`src/rtl/prism_sequencer.sv`:
```
// prism_sequencer: execution stage behind the PRISM State Information Table.
// Each execute cycle it looks up the STEW for cur_state, evaluates one condition
// (synchronized input bit or loop-counter match), then registers the next state,
// the output byte, the loop counter and a one-cycle irq.
module prism_sequencer #(
  parameter int WIDTH   = 44,
  parameter int DEPTH   = 8,
  parameter int A_BITS  = 3,
  parameter int IN_BITS = 8
) (
  input  logic               clk,
  input  logic               rst,
  input  logic [5:0]         debug_addr,
  input  logic               debug_wr,
  input  logic [31:0]        debug_wdata,
  output logic [31:0]        debug_rdata,
  input  logic [IN_BITS-1:0] in_data,
  output logic [A_BITS-1:0]  sit_raddr,
  input  logic [WIDTH-1:0]   sit_rdata,
  output logic [7:0]         out_data,
  output logic               irq,
  output logic               running
);

  localparam int STATE_BITS = $clog2(DEPTH);

  localparam logic [5:0] ADDR_CTRL   = 6'h00;
  localparam logic [5:0] ADDR_STATUS = 6'h04;
  localparam logic [5:0] ADDR_SIT    = 6'h10;

  logic [IN_BITS-1:0]    sync_meta;
  logic [IN_BITS-1:0]    sync_q;
  logic [STATE_BITS-1:0] cur_state;
  logic [7:0]            cnt;
  logic                  step_req;

  // STEW fields for the current state
  logic [2:0] ns_true;
  logic [2:0] ns_false;
  logic [2:0] cond_sel;
  logic       cond_inv;
  logic       cond_cnt;
  logic [1:0] cnt_op;
  logic [7:0] cnt_match;
  logic [7:0] out_true;
  logic [7:0] out_false;
  logic       irq_en;

  assign ns_true   = sit_rdata[2:0];
  assign ns_false  = sit_rdata[5:3];
  assign cond_sel  = sit_rdata[8:6];
  assign cond_inv  = sit_rdata[9];
  assign cond_cnt  = sit_rdata[10];
  assign cnt_op    = sit_rdata[12:11];
  assign cnt_match = sit_rdata[20:13];
  assign out_true  = sit_rdata[28:21];
  assign out_false = sit_rdata[36:29];
  assign irq_en    = sit_rdata[37];

  // Upper STEW bits belong to other consumers and are deliberately ignored here
  generate
    if (WIDTH > 38) begin : g_stew_hi
      logic unused_stew_hi;
      assign unused_stew_hi = ^sit_rdata[WIDTH-1:38];
    end
  endgenerate

  logic unused_wdata;
  assign unused_wdata = ^debug_wdata[31:3];

  logic ctrl_wr;
  logic state_rst;
  logic sit_wr;
  logic execute;
  logic cond_raw;
  logic cond;
  logic [7:0] cnt_next;

  assign ctrl_wr   = debug_wr && (debug_addr == ADDR_CTRL);
  assign state_rst = ctrl_wr && debug_wdata[2];
  assign sit_wr    = debug_wr && (debug_addr == ADDR_SIT);
  assign execute   = running || step_req;
  assign sit_raddr = A_BITS'(cur_state);

  // Condition evaluation uses the counter value from before this cycle's update
  always_comb begin
    cond_raw = cond_cnt ? (cnt == cnt_match) : sync_q[cond_sel];
    cond     = cond_raw ^ cond_inv;
    cnt_next = cnt;
    case (cnt_op)
      2'b01:   cnt_next = cnt + 8'd1;
      2'b10:   cnt_next = 8'd0;
      default: cnt_next = cnt;
    endcase
  end

  // Two-flop synchronizer for the asynchronous condition inputs
  always_ff @(posedge clk or posedge rst) begin
    if (rst) begin
      sync_meta <= '0;
      sync_q    <= '0;
    end else begin
      sync_meta <= in_data;
      sync_q    <= sync_meta;
    end
  end

  // Sequencer datapath: state reset beats execute, idle cycles only drop irq
  always_ff @(posedge clk or posedge rst) begin
    if (rst) begin
      cur_state <= '0;
      cnt       <= '0;
      out_data  <= '0;
      irq       <= 1'b0;
    end else if (state_rst) begin
      cur_state <= '0;
      cnt       <= '0;
      out_data  <= '0;
      irq       <= 1'b0;
    end else if (execute) begin
      cur_state <= cond ? ns_true : ns_false;
      out_data  <= cond ? out_true : out_false;
      irq       <= cond && irq_en;
      cnt       <= cnt_next;
    end else begin
      irq       <= 1'b0;
    end
  end

  // Run/step control: loading the SIT halts the block, a step is a one-cycle request
  always_ff @(posedge clk or posedge rst) begin
    if (rst) begin
      running  <= 1'b0;
      step_req <= 1'b0;
    end else begin
      if (sit_wr) begin
        running <= 1'b0;
      end else if (ctrl_wr && debug_wdata[0]) begin
        running <= 1'b1;
      end
      step_req <= ctrl_wr && debug_wdata[1] && !debug_wdata[2] && !running;
    end
  end

  // Readback for the two owned addresses, zero elsewhere so it can be ORed upstream
  always_comb begin
    debug_rdata = 32'd0;
    case (debug_addr)
      ADDR_CTRL:   debug_rdata = {31'd0, running};
      ADDR_STATUS: debug_rdata = {7'd0, running, out_data, cnt, 5'd0, 3'(cur_state)};
      default:     debug_rdata = 32'd0;
    endcase
  end

endmodule

```
`config.mk`:
```
export PLATFORM = sky130hd
export DESIGN_NAME = prism_sequencer
export DESIGN_NICKNAME = d
export VERILOG_FILES = /design/src/rtl/prism_sequencer.sv
export SDC_FILE = /design/constraint.sdc
export NUM_CORES = 1
export LEC_CHECK = 0
export BUFFER_PORTS_ARGS = -buffer_cell sky130_fd_sc_hd__buf_2
export CORE_ASPECT_RATIO = 1.4
export CORE_MARGIN = 3
export CORE_UTILIZATION = 43
export CTS_BUF_LIST = sky130_fd_sc_hd__clkbuf_4 sky130_fd_sc_hd__clkbuf_8
export DETAILED_ROUTE_END_ITERATION = 10
export GPL_TIMING_DRIVEN = 0
export PLACE_DENSITY_LB_ADDON = 0.08
export SYNTH_ARGS = -nofsm -noshare
export SYNTH_HDL_FRONTEND = slang
export SYNTH_SLANG_ARGS = --single-unit
```
`constraint.sdc`:
```
create_clock -name clk -period 3.1 [get_ports clk]
set_clock_uncertainty 0.2 [all_clocks]
set_input_delay 0.31 -clock clk [delete_from_list [all_inputs] [get_ports clk]]
set_output_delay 0.31 -clock clk [all_outputs]
set_load 0.01 [all_outputs]
```
# [Word-level counts from Yosys, hierarchy flattened]
# Index checks and enable logic that the tools add are counted.
[totals] reg_bits=38 in_bits=93 word_cells=49
[op_classes] n_addsub=1 order_cmp=1 eq_ne=5 n_mux=17 n_bitwise=1 reduce_logical=16
[ops] operator="$pmux W25 S2" n=1
[ops] operator="$mux W8" n=5
[ops] operator="$pmux W8 S2" n=1
[ops] operator="$mux W3" n=3
[ops] operator="$add A8 B1 Y8 const B" n=1
[ops] operator="$eq A8 B8 Y1" n=1
[ops] operator="$logic_and A1 B1 Y1" n=8
[ops] operator="$eq A6 B3 Y1 const B" n=1
[ops] operator="$eq A6 B5 Y1 const B" n=1
[ops] operator="$logic_not A6 Y1" n=1
[ops] operator="$mux W1" n=6
[ops] operator="$lt A3 B4 Y1 const B" n=1
[ops] operator="$reduce_bool A2 Y1" n=2
[ops] operator="$bmux W1 S3" n=1
[ops] operator="$reduce_bool A3 Y1" n=1
[ops] operator="$eq A2 B1 Y1 const B" n=1
[ops] operator="$eq A2 B2 Y1 const B" n=1
[ops] operator="$logic_not A1 Y1" n=2
[ops] operator="$reduce_and A2 Y1" n=1
[ops] operator="$logic_or A1 B1 Y1" n=1
[ops] operator="$xor A1 B1 Y1" n=1

# [Longest topological paths before layout]
# Gate-level depths: netlist (run 1).
[logic_depth] word_depth=7 ltp_mapped=8 depth_no_buf=7

# [Worst setup path before layout (run 1)]
# OpenSTA, ideal clock, no wires.
[synth_timing] path_kind="input -> output" startpoint="input debug_addr[3]" endpoint="output debug_rdata[10]" arrival_ns=1.781 setup_slack_ns=0.809 cell_stages=4 n_path_buf=1 cell_sequence="or4_4 > nor3b_1 > clkbuf_1 > and2_1"
[synth_via] elab_chain_cells=2 word_cells_on_any_way=3 cone_classes="1 x eq/ne; 1 x mux; 1 x reduce/logical"
[synth_lines] item="from (decl)" line="13" source="input logic [5:0] debug_addr,"
[synth_lines] item="$eq A6 B3 Y1 or $logic_not A6 Y1 (tied branches)" line="148" source="case (debug_addr)"
[synth_lines] item="$pmux W25 S2 *" line="148"
[synth_lines] item="to (decl)" line="16" source="output logic [31:0] debug_rdata,"
# Mark *: on every way between the ends. The rest lies on a longest branch, timed or not.

# [Worst setup path in the final report (run 1)]
[layout_timing] startpoint="input debug_addr[3]" endpoint="output debug_rdata[9]"
# The elaborated chain is that of the path after synthesis.

==> out/results.txt, run 1 <==
Overall Power: 1.51 mW
WP data arrival: 2.19 ns
Die W: 64.0 um
Vias in the first global route: 1834
Overall routing resource usage: 18.4%
Critical-path cell list: buf_2, or4_4, nor3b_2, clkbuf_1, and2_1, buf_2
Synthesized-area fraction occupied by adder cells: 1.24%
RSZ-0062 raised after global routing: false
Final ANT Viol Nets: 0
Area grow syn2layout: 38.0%
CTS Root Cell: clkbuf_8
Max-slew violation count: 0
Cts bufs inserted: 5
Post-Syn Area: 2030 um2
Synth Area in XOR/XNOR: 3.46%
Port bufs: 89
Slew margin rel.: 48.8%
Post-CTS setup buffers: 0
Sw Share: 30.7%
Max Cap Violations: 0
Minimum clock period: 2.70 ns
Critical setup path kind: in2out
Share of flip-flops with an asynchronous set or reset: 100%
Final period utilization: 87.1%
LEAKAGE: 1.43 nW
Share of the synthesized area in the top cell type: 46.9%
FMAX: 370 MHz
Worst Tran Pin Value: 0.767 ns
Synth area leaders: dfrtp_1 (47%), and2_1 (9.3%), a311o_1 (5.4%)
Synth Flop Type: dfrtp_1
Largest net degree at the start of global routing: 39
Max stage delay on crit path: 0.57 ns
Worst setup SP type: input pin
Via count: 1876
P_sw: 0.462 mW
Final #Nets: 421
Mapped Cells: 210
CTS Sinks: 38
Post-synth EDFFs: 0
Number of vias per cell: 4.85
Post-Synth Simple-Gate Area: 28.0%
Worst-skew pair later-pin latency: 0.29 ns
Post-layout util: 63.9%
Max Buffers Root-to-Sink: 2
DRC viols: 0
Boundary Pins: 138
Most frequent CP cell: buf_2
Mean post-synth cell area: 9.65 um2
Final setup viols: 0
Distinct cells, synth: 34
Gate power share: 28.4%
Layout cell share with drive strength beyond 1: 35.8%
Cell accounting for the most synthesized area: dfrtp_1
Internal Power: 1.04 mW
Worst min-delay path class: in2reg
Post-DP HPWL: 3770 um
GRT overflow: 0
Power Density: 539 nW/um2
Area post-placement: 2590 um2
Clk pwr share: 27.7%
Fin area: 2800 um2
First-pass GRT wire length: 8140 um
CP Capture Type: output pin
Rows: 28
Flop pwr share: 43.9%
Clk slew on worst S/H paths: 0.08 ns
Compound-gate portion of the synthesized area: 10.1%
DRT iter0 DRCs: 47
Yosys warns: 0
Area of the die: 5580 um2
Post-synth top cells: dfrtp_1 (38), and2_1 (30), nand2_1 (20), nor3_1 (16), buf_4 (12)
Yosys reg bits: 38
Sequential element share of the synthesized area: 46.9%
Post-synthesis mux area share: 3.03%
Final GP Congestion: 0.721
Initial antenna violation count: 0
Initial Util: 46.3%
VDD IR max: 0.351 mV
CP max stage cell: or4_4
Fillers: 414
Core area: 4380 um2
WL per Instance: 12.7 um
Die Ht: 87.2 um
Detailed Route WL: 4900 um
Most common cell in the netlist: dfrtp_1
Critical Path RT: 2.59 ns
Hold Fails Final Rpt: 0
H-tree levels: 2
Crit Path Max Fanout: 10
TritonRoute pass-1 iters: 4
Diodes inserted: 0
Outcome: completed
Largest family of logic cells by synthesized area: simple AND/OR/NAND/NOR gates
CTS tree: done
critical path: cells and delay by family:
kind	cells	cell delay, ns
AND/OR/NAND/NOR	3	1.25
buffers and inverters	3	0.63
layout by cell type, fill, tap and decap left out, types with 10 or more instances in the layout:
cell type,n
nand2_1,20
dfrtp_1,38
nor3_1,16
buf_4,12
o21ai_0,10
a311o_1,11
and2_1,30
conb_1,12
nor2_1,10
buf_2,90
registers in the layout, summed over array words and instances, names as in the netlist:
| signal | cells |
|---|---|
| sit_raddr | 3 |
| irq | 1 |
| step_req | 1 |
| running | 1 |
| sync_meta | 8 |
| cnt | 8 |
| sync_q | 8 |
| out_data | 8 |
final timing paths:
kind                       depth (start not counted)     startpoint              to  slack, ns
setup reg to reg                                   8         cnt[6]     out_data[5]       0.61
setup / recovery                                   6  debug_addr[3]  debug_rdata[9]       0.40
max in group asynchronous                          3            rst          cnt[6]       1.70
hold reg to reg                                    0   sync_meta[0]       sync_q[0]       0.15
hold / removal                                     3  sit_rdata[37]             irq       0.03
min in group asynchronous                          3            rst    sync_meta[0]       0.51
cells by family (layout without fill, tap and decap cells):
family | Yosys count | after routing
AO/OA/AOI/OAI | 29 | 29
AND/OR/NAND/NOR | 101 | 101
multiplexers | 6 | 6
adder cells (fa/ha/maj) | 2 | 2
flip-flops | 38 | 38
other | 1 | 12
XOR/XNOR | 8 | 8
buffers and inverters | 25 | 131
per-stage QoR:
step                setup TNS, ns  setup WS [ns]  hold WS, ns  instances
finish                          0          0.399       0.0317        387
detailed placement         -0.717        -0.0812        0.135        370
CTS                             0          0.290       0.0283        387
global route                    0          0.173       0.0405        387
floorplan                       0          0.809        0.131        221
global placement           -0.819        -0.0903        0.132        370
repair_timing:
item / in CTS / in global routing
endpoints found under the setup margin: 10 / 0
endpoints found under the hold margin: 46 / 0
gates resized for setup: 1 / 0
hold buffers: 9 / 0
area by class of cell:
| class | count | area (um2) | share of cell area (%) |
|---|---|---|---|
| Buffer | 23 | 134 | 4.79 |
| Clock buffer | 5 | 68.8 | 2.46 |
| Clock inverter | 3 | 45.0 | 1.61 |
| Inverter | 2 | 7.51 | 0.268 |
| Multi-Input combinational cell | 158 | 980 | 35.0 |
| Sequential cell | 38 | 951 | 34.0 |
| Tap cell | 60 | 75.1 | 2.68 |
| Timing Repair Buffer | 98 | 536 | 19.1 |
layer usage:
layer  global-route usage (%)  wire length (um)
met5                        0                 0
met4                     4.13                35
met3                     5.04               324
met2                     32.3              2500
met1                     22.5              2040
power by group through the flow:
stage	Sequential, mW	Clock, mW	Combinational (mW)
final	0.661	0.418	0.428
after CTS	0.663	0.423	0.434
after detailed placement	0.672	0	0.423
after global placement	0.670	0	0.416
after global routing	0.677	0.448	0.478
after floorplan	0.682	0	0.244
(Power assumes the default switching activity.)
==> run 2, diff against run 1 <==
--- a/config.mk
+++ b/config.mk
@@ -6,9 +6,9 @@
 export NUM_CORES = 1
 export LEC_CHECK = 0
 export BUFFER_PORTS_ARGS = -buffer_cell sky130_fd_sc_hd__buf_2
-export CORE_ASPECT_RATIO = 1.4
+export CORE_ASPECT_RATIO = 0.9
 export CORE_MARGIN = 3
-export CORE_UTILIZATION = 43
+export CORE_UTILIZATION = 46
 export CTS_BUF_LIST = sky130_fd_sc_hd__clkbuf_4 sky130_fd_sc_hd__clkbuf_8
 export DETAILED_ROUTE_END_ITERATION = 10
 export GPL_TIMING_DRIVEN = 0
==> constraint.sdc (replaced) <==
create_clock -name clk -period 3.4 [get_ports clk]
set_clock_uncertainty 0.2 [all_clocks]
set_input_delay 0.34 -clock clk [delete_from_list [all_inputs] [get_ports clk]]
set_output_delay 0.34 -clock clk [all_outputs]
set_load 0.01 [all_outputs]
==> run 2 against run 1 <==
- the flow now finishes with violations (negative hold slack)
- cell area fell by 0.40%
- wire length is 1.9% lower
- hold slack got worse by 0.043 ns
- clock-buffer cell count grew 1
- first-iteration DRC count grew 89%
- worst setup slack gained 0.18 ns
- clock power is 8.6% lower
- global-route usage up 0.53 points
- die area fell by 6.2%
- critical path depth unchanged
- combinational power decreased by 9.1%
- critical endpoint is now debug_rdata[15]
- largest cell class unchanged
==> out/results.txt, run 2 (synthesized netlist as in run 1, its figures left out) <==
Outcome: complete, but fails checks
Failing checks: negative hold slack
Critical Path RT: 2.86 ns (+0.27 ns)
Power Density: 493 nW/um2 (-8.4%)
First-pass GRT wire length: 7760 um (-4.7%)
Final GP Congestion: 0.771 (+6.9%)
Post-DP HPWL: 3620 um (-3.8%)
Max-slew violation count: 0 (unchanged)
Initial Util: 48.7% (+2.5 points)
Setup WS post-layout: 0.579 ns (+0.180 ns)
Fillers: 364 (-12%)
CP max stage cell: or4_4
Max Buffers Root-to-Sink: 2 (unchanged)
Diodes inserted: 0 (unchanged)
DRC viols: 0 (unchanged)
Die W: 76.0 um (+19%)
Register area: 951 um2 (unchanged)
Gate power share: 28.3% (about the same)
Area post-placement: 2590 um2 (unchanged)
Final period utilization: 83.0%
Min Hold Slack: -0.0114 ns (-0.0431 ns)
Commonest non-fill, non-tap cells in the layout: buf_2 (90), dfrtp_1 (38), and2_1 (30)
Worst setup SP type: input pin
Number of vias per cell: 4.92 (+1.4%)
Rows: 22 (-21%)
Layout cell share with drive strength beyond 1: 35.7% (-0.088 points)
Initial antenna violation count: 0 (unchanged)
Setup_tns: 0 ns (unchanged)
Clk pwr share: 27.8% (about the same)
Minimum clock period: 2.82 ns
Internal Power: 0.968 mW (-7.3%)
Final #Nets: 420 (-0.24%)
CTS Sinks: 38 (unchanged)
Top layer in use: met4
Hold Fails Final Rpt: 38 (+38)
Area of the multi-input gates: 980 um2 (unchanged)
Via count: 1893 (+0.91%)
Worst min-delay path class: in2async
LEAKAGE: 1.43 nW (+0.19%)
Place WS: 0.0928 ns (+0.174 ns)
CTS Root Cell: clkbuf_8
RSZ-0062 raised after global routing: false
Detailed Route WL: 4800 um (-1.9%)
Area grow syn2layout: 37.5%
P_sw: 0.406 mW (-12%)
Vias in the first global route: 1743 (-5.0%)
Area of the die: 5240 um2 (-6.2%)
Port bufs: 89 (unchanged)
Metal1 wirelength: 2020 um (-0.54%)
FMAX: 355 MHz
Worst-skew pair later-pin latency: 0.28 ns (about the same)
Worst Tran Pin Value: 0.760 ns (-0.00723 ns)
GRT overflow: 0 (unchanged)
Most frequent CP cell: buf_2
Reg-to-reg slack, setup: 0.93 ns (+0.32 ns)
Boundary Pins: 138 (unchanged)
DRT iter0 DRCs: 89 (+89%)
Die Ht: 69.0 um (-21%)
Flop pwr share: 43.8% (about the same)
Overall routing resource usage: 19.0% (+0.53 points)
Cts bufs inserted: 5 (unchanged)
CP Capture Type: output pin
WP data arrival: 2.28 ns (+0.09 ns)
WL per Instance: 12.5 um (-1.4%)
TritonRoute pass-1 iters: 6 (+2)
Crit Path Max Fanout: 10 (unchanged)
DR WL met3: 349 um (+7.7%)
Slew margin rel.: 49.3% (+0.48 points)
VDD IR max: 0.350 mV (-0.37%)
CTS tree: done
Max stage delay on crit path: 0.57 ns (about the same)
Final ANT Viol Nets: 0 (unchanged)
Clk slew on worst S/H paths: 0.07 ns (about the same)
Critical setup path kind: in2out
Post-CTS setup buffers: 0 (unchanged)
Sw Share: 29.6% (-1.1 points)
Largest net degree at the start of global routing: 39 (unchanged)
Routed length on met2: 2370 um (-5.1%)
Max Cap Violations: 0 (unchanged)
Final setup viols: 0 (unchanged)
H-tree levels: 2 (unchanged)
Most common cell after layout, fill and taps aside: buf_2
Core area: 4160 um2 (-5.1%)
Fin area: 2790 um2 (-0.40%)
Post-layout util: 67.0% (+3.2 points)
Critical-path cell list: buf_2, or4_4, nor3b_2, clkbuf_1, and2_1, buf_2
-- run 2: cell count changes in the layout (fill, tap and decap cells not counted), sizes merged --
cell / change
dlygate4sd3: -1
clkbuf: +1
clkinvlp: -2
-- run 2: layout make-up --
type                    count  area share [%]
clock inverters             1            1.08
inverters                   2           0.270
flip-flops and latches     38            34.1
clock buffers               6            2.96
repair buffers             97            18.9
multi-input cells         158            35.2
well taps                  60            2.70
plain buffers              23            4.81
-- run 2: final timing paths --
check / start / to / cells after the start
worst max-delay path: debug_addr[3] / debug_rdata[15] / 6
worst min-delay path: rst / sync_q[4] / 2
worst max register to register: cnt[6] / out_data[7] / 8
worst min register to register: sync_meta[1] / sync_q[1] / 0
max in group asynchronous: rst / cnt[5] / 2
min in group clk: sit_rdata[37] / irq / 3
-- run 2: power by group through the flow --
stage / clock network, mW / registers [mW] / logic, mW
after floorplan: 0 / 0.622 / 0.222
after global placement: 0 / 0.609 / 0.379
after detailed placement: 0 / 0.610 / 0.383
after CTS: 0.391 / 0.602 / 0.394
after global routing: 0.414 / 0.615 / 0.433
final: 0.382 / 0.602 / 0.389
-- run 2: timing repair --
item	CTS	global route
resized for setup	0	1
setup endpoints to repair	0	10
hold endpoints to repair	8	0
hold buffers	8	0
-- run 2: worst max-delay path, delay by kind of cell --
kind                   cells  cell delay (ns)
buffers and inverters      3             0.64
AND/OR/NAND/NOR            3             1.29
-- run 2: layer usage --
| layer | global-route usage (%) | vias to the layer above |
|---|---|---|
| met5 | 0 | - |
| li1 | - | 932 |
| met1 | 22.2 | 879 |
| met3 | 5.32 | 7 |
| met4 | 6.79 | 0 |
| met2 | 34.3 | 75 |
-- run 2: metrics by stage --
step	std cells	power [mW]	hold WS (ns)
2_1_floorplan	221	0.844	0.131
3_3_place_gp	370	0.988	0.132
3_5_place_dp	370	0.993	0.135
4_1_cts	385	1.39	0.0179
5_1_grt	385	1.46	0.0505
6_report	385	1.37	-0.0114
